<file path="config.mk">
export PLATFORM = sky130hd
export DESIGN_NAME = mem_load_unit_flat
export DESIGN_NICKNAME = d
export VERILOG_FILES = /design/src/rtl/mem_pkg.sv /design/src/rtl/mem_load_unit_if.sv /design/src/rtl/mem_load_align.sv /design/src/rtl/mem_load_unit.sv /design/src/flat_wrapper.sv
export SDC_FILE = /design/constraint.sdc
export NUM_CORES = 1
export LEC_CHECK = 0
export CORE_UTILIZATION = 37
export DETAILED_ROUTE_END_ITERATION = 16
export SYNTH_ARGS = -nofsm -noshare
export SYNTH_HDL_FRONTEND = slang
export SYNTH_SLANG_ARGS = --single-unit
</file>
<file path="constraint.sdc">
create_clock -name clk_i -period 3.4 [get_ports clk_i]
set_clock_uncertainty 0.1 [all_clocks]
set_input_delay 0.85 -clock clk_i [delete_from_list [all_inputs] [get_ports clk_i]]
set_output_delay 0.85 -clock clk_i [all_outputs]
set_load 0.01 [all_outputs]
</file>
<file path="src/rtl/mem_pkg.sv">
// Memory access encodings and load-buffer entry layout shared by the
// load and store request paths.
package mem_pkg;

    localparam logic [1:0] MEM_BYTE = 2'b00;
    localparam logic [1:0] MEM_HALF = 2'b01;
    localparam logic [1:0] MEM_WORD = 2'b10;

    // Tag is held alongside in a separately sized array.
    typedef struct packed {
        logic [1:0]  width;
        logic        uns;
        logic [1:0]  idx;
        logic        done;
        logic        err;
        logic [31:0] data;
    } ld_entry_t;

endpackage

</file>
<file path="src/rtl/mem_load_unit_if.sv">
// Issue, memory response and writeback signals of the load unit.
// slave is the load unit, master is the surrounding core.
interface mem_load_unit_if #(
    parameter int TAG_W = 5,
    parameter int DEPTH = 2
);
    localparam int CW = $clog2(DEPTH + 1);

    logic             req_valid_i;
    logic             req_ready_o;
    logic [1:0]       req_width_i;
    logic             req_unsigned_i;
    logic [1:0]       req_byte_idx_i;
    logic [TAG_W-1:0] req_tag_i;
    logic             mem_rvalid_i;
    logic [31:0]      mem_rdata_i;
    logic             mem_rerr_i;
    logic             wb_valid_o;
    logic             wb_ready_i;
    logic [31:0]      wb_data_o;
    logic [TAG_W-1:0] wb_tag_o;
    logic             wb_err_o;
    logic             spurious_o;
    logic [CW-1:0]    pending_o;

    modport master (
        output req_valid_i, req_width_i, req_unsigned_i,
        output req_byte_idx_i, req_tag_i,
        output mem_rvalid_i, mem_rdata_i, mem_rerr_i,
        output wb_ready_i,
        input  req_ready_o, wb_valid_o, wb_data_o, wb_tag_o,
        input  wb_err_o, spurious_o, pending_o
    );

    modport slave (
        input  req_valid_i, req_width_i, req_unsigned_i,
        input  req_byte_idx_i, req_tag_i,
        input  mem_rvalid_i, mem_rdata_i, mem_rerr_i,
        input  wb_ready_i,
        output req_ready_o, wb_valid_o, wb_data_o, wb_tag_o,
        output wb_err_o, spurious_o, pending_o
    );

endinterface

</file>
<file path="src/rtl/mem_load_align.sv">
// Extracts and extends the addressed byte/half/word of a read word;
// flags misalignment, illegal width and bus errors.
module mem_load_align
    import mem_pkg::*;
(
    input  logic [31:0] rdata,
    input  logic [1:0]  width,
    input  logic        uns,
    input  logic [1:0]  idx,
    input  logic        rerr,
    output logic [31:0] data,
    output logic        err
);

    logic [7:0]  b;
    logic [15:0] h;

    assign b = rdata[{idx, 3'b000} +: 8];
    assign h = rdata[{idx[1], 4'b0000} +: 16];

    always_comb begin
        data = '0;
        err  = rerr;
        unique case (1'b1)
            (width == MEM_BYTE): begin
                data = uns ? {24'h0, b} : {{24{b[7]}}, b};
            end
            (width == MEM_HALF): begin
                err  = rerr | idx[0];
                data = uns ? {16'h0, h} : {{16{h[15]}}, h};
            end
            (width == MEM_WORD): begin
                err  = rerr | (idx != 2'b00);
                data = rdata;
            end
            default: err = 1'b1;
        endcase
        if (err) data = '0;
    end

endmodule

</file>
<file path="src/rtl/mem_load_unit.sv">
// In-order load completion buffer: tracks issued loads, aligns each
// memory response into its entry and retires results to writeback.
module mem_load_unit
    import mem_pkg::*;
#(
    parameter int DEPTH = 2,
    parameter int TAG_W = 5
) (
    input logic      clk_i,
    input logic      rst_i,
    mem_load_unit_if.slave bus
);

    localparam int AW = $clog2(DEPTH);
    localparam int PW = AW + 1;
    localparam int CW = $clog2(DEPTH + 1);
    localparam logic [PW-1:0] DEPTH_P = PW'(DEPTH);

    ld_entry_t        ent_q [DEPTH];
    logic [TAG_W-1:0] tag_q [DEPTH];

    logic [PW-1:0] alloc_q, fill_q, pop_q;
    logic [PW-1:0] count;
    logic [AW-1:0] ai, fi, pi;
    logic          spur_q;

    logic          do_alloc, do_fill, do_pop, spur;
    logic [31:0]   al_data;
    logic          al_err;
    ld_entry_t     head;

    assign ai    = alloc_q[AW-1:0];
    assign fi    = fill_q[AW-1:0];
    assign pi    = pop_q[AW-1:0];
    assign count = alloc_q - pop_q;
    assign head  = ent_q[pi];

    // Ready depends only on registered state, never on wb_ready_i.
    assign bus.req_ready_o = (count < DEPTH_P) && !rst_i;

    assign do_alloc = bus.req_valid_i && bus.req_ready_o;
    assign do_fill  = bus.mem_rvalid_i && (alloc_q != fill_q);
    assign spur     = bus.mem_rvalid_i && (alloc_q == fill_q);
    assign do_pop   = bus.wb_valid_o && bus.wb_ready_i;

    mem_load_align u_align (
        .rdata (bus.mem_rdata_i),
        .width (ent_q[fi].width),
        .uns   (ent_q[fi].uns),
        .idx   (ent_q[fi].idx),
        .rerr  (bus.mem_rerr_i),
        .data  (al_data),
        .err   (al_err)
    );

    always_ff @(posedge clk_i) begin
        if (rst_i) begin
            alloc_q <= '0;
            fill_q  <= '0;
            pop_q   <= '0;
            spur_q  <= 1'b0;
            for (int i = 0; i < DEPTH; i++) begin
                ent_q[i] <= '0;
                tag_q[i] <= '0;
            end
        end else begin
            spur_q <= spur;
            if (do_alloc) begin
                ent_q[ai].width <= bus.req_width_i;
                ent_q[ai].uns   <= bus.req_unsigned_i;
                ent_q[ai].idx   <= bus.req_byte_idx_i;
                ent_q[ai].done  <= 1'b0;
                ent_q[ai].err   <= 1'b0;
                ent_q[ai].data  <= '0;
                tag_q[ai]       <= bus.req_tag_i;
                alloc_q         <= alloc_q + PW'(1);
            end
            if (do_fill) begin
                ent_q[fi].done <= 1'b1;
                ent_q[fi].err  <= al_err;
                ent_q[fi].data <= al_data;
                fill_q         <= fill_q + PW'(1);
            end
            if (do_pop) begin
                ent_q[pi].done <= 1'b0;
                pop_q          <= pop_q + PW'(1);
            end
        end
    end

    assign bus.wb_valid_o = (count != '0) && head.done;
    assign bus.wb_data_o  = bus.wb_valid_o ? head.data : '0;
    assign bus.wb_tag_o   = bus.wb_valid_o ? tag_q[pi] : '0;
    assign bus.wb_err_o   = bus.wb_valid_o && head.err;
    assign bus.spurious_o = spur_q;
    assign bus.pending_o  = CW'(count);

endmodule

</file>
<file path="src/flat_wrapper.sv">
// flat-port wrapper written by rule: the top's interface ports become plain ports
module mem_load_unit_flat import mem_pkg::*;
#(
    parameter int DEPTH = 2,
    parameter int TAG_W = 5
)
  (clk_i, rst_i, bus_req_valid_i, bus_req_width_i, bus_req_unsigned_i, bus_req_byte_idx_i, bus_req_tag_i, bus_mem_rvalid_i, bus_mem_rdata_i, bus_mem_rerr_i, bus_wb_ready_i, bus_req_ready_o, bus_wb_valid_o, bus_wb_data_o, bus_wb_tag_o, bus_wb_err_o, bus_spurious_o, bus_pending_o);
  mem_load_unit_if #(.TAG_W(TAG_W), .DEPTH(DEPTH)) bus_i ();
  input logic clk_i;
  input logic rst_i;
  input wire logic [$bits(bus_i.req_valid_i)-1:0] bus_req_valid_i;
  input wire logic [$bits(bus_i.req_width_i)-1:0] bus_req_width_i;
  input wire logic [$bits(bus_i.req_unsigned_i)-1:0] bus_req_unsigned_i;
  input wire logic [$bits(bus_i.req_byte_idx_i)-1:0] bus_req_byte_idx_i;
  input wire logic [$bits(bus_i.req_tag_i)-1:0] bus_req_tag_i;
  input wire logic [$bits(bus_i.mem_rvalid_i)-1:0] bus_mem_rvalid_i;
  input wire logic [$bits(bus_i.mem_rdata_i)-1:0] bus_mem_rdata_i;
  input wire logic [$bits(bus_i.mem_rerr_i)-1:0] bus_mem_rerr_i;
  input wire logic [$bits(bus_i.wb_ready_i)-1:0] bus_wb_ready_i;
  output wire logic [$bits(bus_i.req_ready_o)-1:0] bus_req_ready_o;
  output wire logic [$bits(bus_i.wb_valid_o)-1:0] bus_wb_valid_o;
  output wire logic [$bits(bus_i.wb_data_o)-1:0] bus_wb_data_o;
  output wire logic [$bits(bus_i.wb_tag_o)-1:0] bus_wb_tag_o;
  output wire logic [$bits(bus_i.wb_err_o)-1:0] bus_wb_err_o;
  output wire logic [$bits(bus_i.spurious_o)-1:0] bus_spurious_o;
  output wire logic [$bits(bus_i.pending_o)-1:0] bus_pending_o;
  assign bus_i.req_valid_i = bus_req_valid_i;
  assign bus_i.req_width_i = bus_req_width_i;
  assign bus_i.req_unsigned_i = bus_req_unsigned_i;
  assign bus_i.req_byte_idx_i = bus_req_byte_idx_i;
  assign bus_i.req_tag_i = bus_req_tag_i;
  assign bus_i.mem_rvalid_i = bus_mem_rvalid_i;
  assign bus_i.mem_rdata_i = bus_mem_rdata_i;
  assign bus_i.mem_rerr_i = bus_mem_rerr_i;
  assign bus_i.wb_ready_i = bus_wb_ready_i;
  assign bus_req_ready_o = bus_i.req_ready_o;
  assign bus_wb_valid_o = bus_i.wb_valid_o;
  assign bus_wb_data_o = bus_i.wb_data_o;
  assign bus_wb_tag_o = bus_i.wb_tag_o;
  assign bus_wb_err_o = bus_i.wb_err_o;
  assign bus_spurious_o = bus_i.spurious_o;
  assign bus_pending_o = bus_i.pending_o;
  mem_load_unit #(.DEPTH(DEPTH), .TAG_W(TAG_W)) u_core (.clk_i(clk_i), .rst_i(rst_i), .bus(bus_i));
endmodule
</file>
==> results of run 1 <==
==> power by group <==
| group | internal, mW | switching [mW] |
|---|---|---|
| Combinational | 0.290 | 0.434 |
| Sequential | 1.44 | 0.0421 |
| Clock | 0.609 | 0.422 |
| Total | 2.34 | 0.898 |
==> cells in the final DEF, fill, tap and decap left out, types with 13 or more instances in the layout <==
master / netlist / final
a21oi_1: 41 / 41
a311oi_1: 32 / 32
and2_1: 22 / 22
buf_4: 1 / 19
clkdlybuf4s50_1: 0 / 90
edfxtp_1: 86 / 86
inv_1: 13 / 13
mux2i_1: 58 / 58
nand2_1: 32 / 32
nor2_1: 45 / 45
nor2b_1: 16 / 16
==> metrics by stage <==
stage / total power [mW] / hold WS (ns) / cells / worst slack [ns]
2_1_floorplan: 1.954 / 0.3746 / 449 / 0.5516
3_3_place_gp: 2.206 / 0.3890 / 699 / 0.4656
3_5_place_dp: 2.227 / 0.4173 / 699 / 0.3979
4_1_cts: 3.252 / 0.4234 / 715 / 0.008050
5_1_grt: 3.375 / 0.4485 / 716 / 0.005138
6_report: 3.234 / 0.4216 / 716 / 0.08813
==> area by class of cell <==
| type | instances | area [um2] |
|---|---|---|
| fill | 1230 | 6837 |
| sequential | 97 | 2805 |
| multi-input combinational | 304 | 2126 |
| timing repair buffer | 110 | 1064 |
| clock buffer | 13 | 260.3 |
| tap | 176 | 220.2 |
| inverter | 13 | 48.80 |
| clock inverter | 3 | 40.04 |
==> worst max-delay path, cell delays in order, from the launching register on <==
cell and delay [ns]:
dfxtp_1 0.40, xnor3_2 0.48, a21o_1 0.20, buf_4 0.20
nor2_1 0.15, clkdlybuf4s50_1 0.57
==> routing by layer <==
metal | GRT usage | vias to the layer above
met5 | 0 | -
met3 | 0.03565 | 18
met4 | 0.08672 | 0
met2 | 0.3114 | 133
met1 | 0.2429 | 1886
li1 | - | 1857
==> registers in the layout, summed over array words and instances (netlist names), named ones only <==
register               cells
u_core.pop_q               2
u_core.fill_q              2
u_core.alloc_q             2
u_core.bus.spurious_o      1
u_core.tag_q              10
u_core.ent_q              78
==> logic make-up after synthesis <==
kind of cell             synth area share
AO/OA/AOI/OAI                      0.1428
XOR/XNOR                          0.01294
adder cells (fa/ha/maj)           0.01221
buffers and inverters             0.04004
flip-flops                         0.5469
multiplexers                       0.1248
AND/OR/NAND/NOR                    0.1204
==> cell usage after synthesis (2+ instances only) <==
cell type,number,share of area
ha_1,5,0.012
a31oi_1,5,0.0061
a311oi_1,32,0.055
buf_2,11,0.011
nor2_1,45,0.033
xnor2_1,5,0.0085
and2_1,22,0.027
edfxtp_1,86,0.50
a21oi_1,41,0.040
clkbuf_1,19,0.014
inv_1,13,0.0095
a211oi_1,2,0.0029
mux2i_1,58,0.11
nand2b_1,4,0.0049
buf_1,3,0.0022
dfxtp_1,11,0.043
a2bb2oi_1,7,0.012
nand2_1,32,0.023
o21ai_1,2,0.0020
o221ai_1,8,0.014
nor3_1,6,0.0059
nor2b_1,16,0.020
==> worst paths after layout <==
| path | from | slack (ns) | to | depth (start not counted) |
|---|---|---|---|---|
| setup reg to reg | flop | 0.79 | u_core.ent_q[1][27] | 7 |
| hold / removal | u_core.ent_q[0][33] | 0.42 | u_core.ent_q[0][33] | 2 |
| setup / recovery | u_core.alloc_q[1] | 0.09 | bus_wb_data_o[12] | 5 |
| hold reg to reg | u_core.ent_q[0][33] | 0.42 | u_core.ent_q[0][33] | 2 |
==> what timing repair did <==
item / 4_1_cts / 5_1_grt
gates resized for setup: 0 / 2
setup buffers: 0 / 1
setup endpoints to repair: 0 / 39
hold endpoints to repair: 0 / 0
==> summary.md, run 1 <==
| Metric | Value |
|---|---|
| Row cnt | 42 |
| Core Area | 0.01340 mm2 |
| Primary FF master, synth | edfxtp_1 |
| Synth-to-Final Area Change | 28.08% |
| Final Hold Vio Count | 0 |
| Layout cells sized above 1 | 0.08148 |
| Total CTS buffers | 9 |
| Dpl cell area | 0.006254 mm2 |
| Ports | 91 |
| H-tree Lvls | 3 |
| Post-DP HPWL | 8786 um |
| Crit-path max FO | 21 |
| HP Class | reg2reg |
| Vias in the first global route | 3820 |
| WP data required | around 2.5 ns |
| Synthesized instance count | 449 |
| Syn Nets | approximately 500 |
| Uppermost routed layer | met4 |
| Initial Util | 0.3824 |
| Max-cap violations | 0 |
| Largest net degree at the start of global routing | slightly below 50 |
| Met1 Routed Length | 5506 um |
| RSZ-0062 raised after global routing | no |
| CP endpoint kind | output port |
| Syn_area_per_cell | approximately 11 um2 |
| Synthesized area | around 0.0051 mm2 |
| Slew margin rel. | 0.3452 |
| Metal3 WL | 818 um |
| Sequential share of the synthesized area | 0.5469 |
| Final instance area | about 0.0066 mm2 |
| PortBufs | 90 |
| WL final | ~13000 um |
| Slew at the pin with the worst max-slew slack | between 0.9 and 1 ns |
| Die height | between 100 and 150 um |
| Metal2 WL | 6342 um |
| Clock transition at path regs | 0.06 ns |
| DRT iter0 DRCs | around 260 |
| GRT Util Overall | 0.1899 |
| Max Clock Freq | just over 300 MHz |
| Post-DR vias/cell | between 5 and 6 |
| Final setup fails | 0 |
| DIE WIDTH | 119.7 um |
| Drc violations | 0 |
| # diodes | 0 |
| TritonCTS clock tree | yes |
| Register bit total from synthesis | 97 |
| Via Count | about 4000 |
| Post-synth ARST share | 0 |
| Clock latency on the worst-skew pair | 0.34 ns |
| Peak VDD IR | ~240 uV |
| Number of synthesized flops with an enable pin | 86 |
| Synth cell types | 38 |
| Max Root-Sink Buffers | 2 |
| Setup TNS | 0 ns |
| Global-route wire length before repair | just over 20000 um |
| Setup CP Type | reg2out |
| CTS sink cnt | 97 |
| Status | finished, final reports clean |
| Final core utilization | 0.4898 |
| Gr ovfl total | 0 |
| Startpoint Class | flop |
| TritonRoute pass-1 iters | 4 |
| Period Utilization, post-route | 0.9741 |
| CTS Root Cell | clkbuf_16 |
| Die area | 0.01433 mm2 |
| ANT nets after route | 0 |
| WL/cell | between 15 and 20 um |
| Leakage | roughly 2.3 nW |
| Pwr dens | 492.7 mW/mm2 |
| Antenna violations before repair | 0 |
| Final #Nets | approximately 590 |
| Arrival time worst endpoint | 2.36 ns |
| Cts hold-fix bufs | 0 |
| Final GP Congestion | ~0.79 |
| Slew Viols, Final | 0 |
| Synth warn | 0 |
| Fin crit period | between 3 and 4 ns |
No activity file was read; power rests on OpenSTA's default activity.
==> run 2, diff against run 1 <==
--- a/config.mk
+++ b/config.mk
@@ -9,4 +9,5 @@
 export DETAILED_ROUTE_END_ITERATION = 16
 export SYNTH_ARGS = -nofsm -noshare
 export SYNTH_HDL_FRONTEND = slang
+export SYNTH_HIERARCHICAL = 1
 export SYNTH_SLANG_ARGS = --single-unit
==> run 2 against run 1 <==
- via count down 3.4%
- synthesized cell count grew 2.4%
- sequential cell count did not move
- power fell by 9.2%
- synthesized area increased by 1.3%
- sequential power fell by 4%
- largest cell class unchanged
- routed wire length decreased by 4.7%
- critical endpoint is now bus_wb_data_o[2]
- register-to-register slack got worse by 0.12 ns
- hold slack better by 0.014 ns
- design area is 0.71% higher
- die area grew 1.2%
- combinational power down 22%
- highest routed layer unchanged
==> summary.md, run 2 <==
| Metric | Value |
|---|---|
| Fillers | about 1300 |
| Final Hold Vio Count | 0 |
| Sequential share of the synthesized area | 0.5400 |
| Overall Power | 2.936 mW |
| Final non-filler cell total | just over 700 |
| XOR/XNOR share of the synthesized area | 0.007956 |
| Row cnt | 42 |
| Final #Nets | approximately 600 |
| Die area | about 0.015 mm2 |
| Slew at the pin with the worst max-slew slack | ~0.78 ns |
| CTS Root Cell | clkbuf_16 |
| Startpoint Class | flop |
| H-tree Lvls | 3 |
| Arrival time worst endpoint | between 2 and 2.5 ns |
| Post-Synth Adder-Cell Area | 0.01205 |
| Primary FF master, synth | edfxtp_1 |
| GRT Util Overall | 0.1770 |
| TritonCTS clock tree | yes |
| Clock latency on the worst-skew pair | around 0.34 ns |
| Biggest register | u_core/ent_q |
| Final setup fails | 0 |
| Post-DR vias/cell | slightly above 5 |
| Global-route wire length before repair | 19500 um |
| Synth warn | 6 |
| Vias in the first global route | roughly 3700 |
| Cts hold-fix bufs | 0 |
| # diodes | 0 |
| Reg2reg setup slack | roughly 0.67 ns |
| Final GP Congestion | 0.7933 |
| Synth cell types | 45 |
| Worst setup path end | bus_wb_data_o[2] |
| Worst Reg-to-Reg Cells | 7 |
| Met3 GRT Util | 0.04151 |
| Commonest non-fill, non-tap cell in the layout | and2_1 |
| CP endpoint kind | output port |
| Synthesized instance count | 460 |
| Busiest metal layer after global routing | met2 |
| Final core utilization | 0.4914 |
| Register bit total from synthesis | 97 |
| Clock transition at path regs | roughly 0.06 ns |
| Post-Synth Simple-Gate Area | 0.1733 |
| Largest family of logic cells by synthesized area | simple AND/OR/NAND/NOR gates |
| Drc violations | 0 |
| Ports | 91 |
| Syn Nets | between 500 and 600 |
| Worst Setup SP | u_core/alloc_q[0] |
| Yosys top cell by area | edfxtp_1 |
| WL/cell | 17.06 um |
| Via Count | around 3800 |
| Slew Viols, Final | 0 |
| Number of synthesized flops with an enable pin | between 80 and 90 |
| HP Class | reg2reg |
| Post-DP HPWL | 8251 um |
| Total CTS buffers | 9 |
| Max Clock Freq | approximately 300 MHz |
| Synthesized area | between 0.005 and 0.006 mm2 |
| Synth top area share | 0.4976 |
| DRT iter0 DRCs | 291 |
| CTS sink cnt | 97 |
| Syn_area_per_cell | around 11 um2 |
| Leakage | roughly 2.7 nW |
| Synth-to-Final Area Change | 27.36% |
| Most frequent cells in the layout | 87 x and2_1, 86 x edfxtp_1, 70 x clkdlybuf4s50_1 |
| Peak VDD IR | between 200 and 300 uV |
| Top Registers | u_core/ent_q: 78 flops, u_core/tag_q: 10 flops |
| WL final | between 10000 and 15000 um |
| Status | finished, final reports clean |
| WP data required | between 2 and 2.5 ns |
| Pwr dens | around 440 mW/mm2 |
| Setup TNS | 0 ns |
| Initial Util | 0.3858 |
| Die height | between 100 and 150 um |
| Crit-path max FO | 39 |
| Max reg flops | 78 |
| Most frequent cells after synthesis | 87 x and2_1, 86 x edfxtp_1, 45 x nor2_1 |
| Antenna violations before repair | 0 |
| R2R Path End | u_core/ent_q[0][1] |
| Mux cell area share after synthesis | 0.1191 |
| Slew margin rel. | 0.4821 |
| Max Root-Sink Buffers | 2 |
| Setup CP Type | reg2out |
| TritonRoute pass-1 iters | 8 |
| DIE WIDTH | about 120 um |
| Period Utilization, post-route | 0.9723 |
| PortBufs | 90 |
| Top cells by area, synth | edfxtp_1 50%, and2_1 10%, mux2i_1 7.7% |
| Max-cap violations | 0 |
| Layout cells sized above 1 | 0.1056 |
| Core Area | 0.01345 mm2 |
| Largest net degree at the start of global routing | 40 |
| Placed Cells | 708 |
| Gr ovfl total | 0 |
| Most frequent cell after synthesis | and2_1 |
| ANT nets after route | 0 |
| Post-synthesis compound-gate area fraction | 0.1090 |
| M1 GR Usage | 0.2400 |
| Fin crit period | about 3.3 ns |
| Post-synth ARST share | 0 |
| M2 GR Usage | 0.2874 |
-- run 2: cell types whose count changed in the layout (fill, tap and decap cells not counted), sizes merged, moves of 6 or more --
cell	delta
o221ai	-8
a311oi	-30
mux2	+19
a2bb2oi	-6
mux2i	-20
and2	+65
a22oi	+12
clkdlybuf4s50	-20
o21ai	+7
nor2b	-14
a21oi	-11
dlymetal6s2s	+20
-- run 2: how the worst min path moves through the flow --
stage,from,endpoint,depth (start not counted)
finish,u_core/pop_q[0],flop,2
global placement,u_core/pop_q[0],u_core/pop_q[0],2
floorplan,u_core/pop_q[0],flop,2
CTS,u_core/pop_q[0],flop,2
detailed placement,u_core/pop_q[0],flop,2
global route,u_core/pop_q[0],flop,2
-- run 2: final cells by class --
class | count | area [um2] | share of cell area
timing repair buffer | 105 | 1084 | 0.1639
tap | 176 | 220.2 | 0.03331
clock buffer | 12 | 246.5 | 0.03729
multi-input combinational | 321 | 2190 | 0.3313
clock inverter | 4 | 28.78 | 0.004354
inverter | 10 | 37.54 | 0.005679
sequential | 97 | 2804 | 0.4242
-- run 2: what timing repair did --
item / CTS / global route
endpoints found under the setup margin: 6 / 30
gates resized for setup: 1 / 23
setup buffers: 0 / 1
-- run 2: per-layer routing --
metal  routed length, um  part of all wire
met1                5559              0.45
met2                5976              0.48
met3                 764             0.062
met4                  65            0.0053
met5                   0                 0
-- run 2: report_power, final --
| group | switching, mW | leakage (nW) | internal, mW |
|---|---|---|---|
| sequential | 0.0272 | 1.00 | 1.40 |
| clock | 0.427 | 0.129 | 0.518 |
| combinational | 0.333 | 1.55 | 0.235 |
| total | 0.787 | 2.68 | 2.15 |
-- run 2: kinds of logic after synthesis --
logic type                 after synthesis
muxes                                   59
and+or+nand+nor                        172
xor gates and xnor gates                 3
adders and majority gates                5
AOI/OAI and AO/OA                       82
buffers and inverters                   42
DFF                                     97
-- run 2: critical path, stage by stage (launching register included) --
cell	delay, ns
dfxtp_1	0.33
inv_1	0.08
ha_1	0.21
xnor3_2	0.28
a21o_1	0.22
buf_8	0.19
nor2_1	0.14
clkdlybuf4s50_1	0.55
-- run 2: metrics by stage --
step	hold slack, ns	setup WS [ns]	cell area, um2
floorplan	0.3773	0.3258	5190
global placement	0.4087	0.3548	6267
detailed placement	0.4105	0.3330	6267
CTS	0.4253	0.03390	6546
global route	0.4620	-0.0008713	6610
finish	0.4352	0.09427	6610
==> run 3, diff against run 2 <==
--- a/config.mk
+++ b/config.mk
@@ -5,6 +5,7 @@
 export SDC_FILE = /design/constraint.sdc
 export NUM_CORES = 1
 export LEC_CHECK = 0
+export CORE_ASPECT_RATIO = 0.9
 export CORE_UTILIZATION = 37
 export DETAILED_ROUTE_END_ITERATION = 16
 export SYNTH_ARGS = -nofsm -noshare
==> constraint.sdc (replaced) <==
create_clock -name clk_i -period 3.4 [get_ports clk_i]
set_clock_uncertainty 0.1 [all_clocks]
set_input_delay 0.85 -clock clk_i [delete_from_list [all_inputs] [get_ports clk_i]]
set_output_delay 0.85 -clock clk_i [all_outputs]
set_load 0.02 [all_outputs]
==> run 3 against run 2 <==
- clock power rose by 5.6%
- largest cell class unchanged
- global-route usage fell by 0.56 points
- highest routed layer unchanged
- utilization fell by 0.72 points
- final cell count fell by 1.2%
- power rose by 2.0%
- count of clock-buffer cells in the layout fell by 2
==> summary.md, run 3 (synthesized netlist as in run 2, its figures left out) <==
| Metric | Value |
|---|---|
| TritonRoute pass-1 iters | 5 |
| Register area | 0.002804 mm2 |
| CP peak stage delay | about 0.63 ns |
| Row cnt | 40 |
| WP data required | approximately 2.5 ns |
| Largest net degree at the start of global routing | 39 |
| Slew at the pin with the worst max-slew slack | 0.7076 ns |
| Slowest-stage cell, CP | clkdlybuf4s50_1 |
| Drc violations | 0 |
| Sequential share of power | 0.476 |
| Vias in the first global route | 3456 |
| Final instance area | about 0.0065 mm2 |
| Biggest register | u_core/ent_q |
| Slew margin rel. | 0.5273 |
| Max-cap violations | 0 |
| H-tree Lvls | 3 |
| Die height | approximately 110 um |
| Via Count | roughly 3600 |
| Layout cells sized above 1 | 0.1040 |
| Dpl cell area | ~0.0063 mm2 |
| Arrival time worst endpoint | 2.35 ns |
| Gr ovfl total | 0 |
| WHS | 0.4404 ns |
| Synth-to-Final Area Change | 26.06% |
| Max Clock Freq | around 300 MHz |
| Max reg flops | between 70 and 80 |
| Post-CTS Setup Bufs | 0 |
| TritonCTS clock tree | yes |
| HP Class | reg2reg |
| Leakage | approximately 2.6 nW |
| Logic pwr share | 0.191 |
| GRT Util Overall | 0.1713 |
| DIE WIDTH | between 100 and 150 um |
| Fin crit period | roughly 3.3 ns |
| Crit-path max FO | 8 |
| Worst hold start | u_core/pop_q[0] |
| Period Utilization, post-route | 0.9720 |
| Core Area | about 0.014 mm2 |
| Top Registers | u_core/ent_q: 78 flops, u_core/tag_q: 10 flops |
| Area of the multi-input gates | ~0.0022 mm2 |
| Hold Path Depth | 2 |
| Post-DP HPWL | 8451 um |
| Sw Share | 0.2645 |
| Antenna violations before repair | 0 |
| Startpoint Class | flop |
| Most frequent cells in the layout | 87 x and2_1, 86 x edfxtp_1, 53 x clkdlybuf4s50_1 |
| Ports | roughly 90 |
| Final #Nets | 596 |
| Clock transition at path regs | roughly 0.07 ns |
| Worst Reg-to-Reg Cells | 6 |
| WL/cell | 16.80 um |
| Die area | between 0.01 and 0.015 mm2 |
| Clock share of power | 0.333 |
| RSZ-0062 raised after global routing | no |
| Global-route wire length before repair | around 19000 um |
| Setup CP Type | reg2out |
| Placed Cells | 700 |
| Cts hold-fix bufs | 0 |
| Pwr dens | 457.6 mW/mm2 |
| Fillers | roughly 1200 |
| Critical Path, Cell by Cell | inv_1 > ha_1 > xnor3_2 > a21o_2 > nor2_1 > clkdlybuf4s50_1 |
| Initial Util | 0.3841 |
| Final Hold Vio Count | 0 |
| Slew Viols, Final | 0 |
| Max Root-Sink Buffers | 2 |
| Final GP Congestion | around 0.80 |
| Status | finished, final reports clean |
| Post-DR vias/cell | 5.071 |
| Final non-filler cell total | between 700 and 800 |
| # diodes | 0 |
| CTS sink cnt | slightly below 100 |
| Setup TNS | 0 ns |
| Commonest non-fill, non-tap cell in the layout | and2_1 |
| CTS Root Cell | clkbuf_16 |
| CP endpoint kind | output port |
| Final setup fails | 0 |
| Int Pwr | roughly 2.2 mW |
| Reg2reg setup slack | around 0.6 ns |
| Buf/Inv on CP | 2 |
| WL final | about 12000 um |
| R2R Path End | u_core/ent_q[1][26] |
| ANT nets after route | 0 |
| Peak VDD IR | 216.7 uV |
| Clock latency on the worst-skew pair | around 0.34 ns |
| Total CTS buffers | 9 |
| Switching pwr | 0.7919 mW |
| DRT iter0 DRCs | 260 |
| Crit path max-delay family | buffers and inverters |
| PortBufs | 90 |
run 3: what timing repair did:
action                     in CTS  in global routing
resized for setup              32                  6
pin swaps                       0                  0
setup endpoints to repair      32                  6
run 3: worst max path at each step:
stage / end / slack [ns] / cells past startpoint / start
after floorplan: u_core/ent_q[1][0] / 0.30 / 7 / u_core/alloc_q[0]
after global placement: bus_wb_data_o[22] / 0.34 / 7 / u_core/alloc_q[0]
after detailed placement: bus_wb_data_o[15] / 0.26 / 7 / u_core/alloc_q[0]
after CTS: bus_wb_valid_o / 0.03 / 7 / u_core/alloc_q[0]
after global routing: bus_wb_tag_o[4] / 0.003 / 6 / u_core/alloc_q[0]
final: bus_wb_tag_o[4] / 0.1 / 6 / u_core/alloc_q[0]
run 3: layout make-up:
class                           count  area share
Sequential cell                    97      0.4286
Multi-Input combinational cell    321      0.3345
Timing Repair Buffer              104      0.1539
Clock buffer                       10     0.03500
Tap cell                          168     0.03213
Clock inverter                      6     0.01014
Inverter                           10    0.005737
run 3: tightest hold or removal path, stage by stage (launching register included):
cell,delay (ns)
dfxtp_1,0.35
nand2_1,0.08
o21ai_0,0.07
run 3: routing by layer:
metal,vias to the layer above,routed length (um),global-route usage
met3,7,577,0.03458
li1,1804,-,-
met4,0,85,0.04444
met1,1727,5791,0.2426
met2,93,5573,0.2685
met5,-,0,0
run 3: power groups by stage:
stage / logic, mW / registers, mW / clock network [mW]
2_1_floorplan: 0.377 / 1.44 / 0
3_3_place_gp: 0.571 / 1.45 / 0
3_5_place_dp: 0.578 / 1.45 / 0
4_1_cts: 0.577 / 1.42 / 1.02
5_1_grt: 0.630 / 1.43 / 1.07
6_report: 0.572 / 1.42 / 0.998
run 3: per-stage QoR:
step                      utilization  power, mW  worst slack (ns)
final                          0.4842      2.994           0.09509
after global routing           0.4842      3.129          0.003169
after CTS                      0.4831      3.023           0.03094
after detailed placement       0.4640      2.029            0.2620
after global placement         0.4640      2.017            0.3387
after floorplan                     -      1.819            0.3010
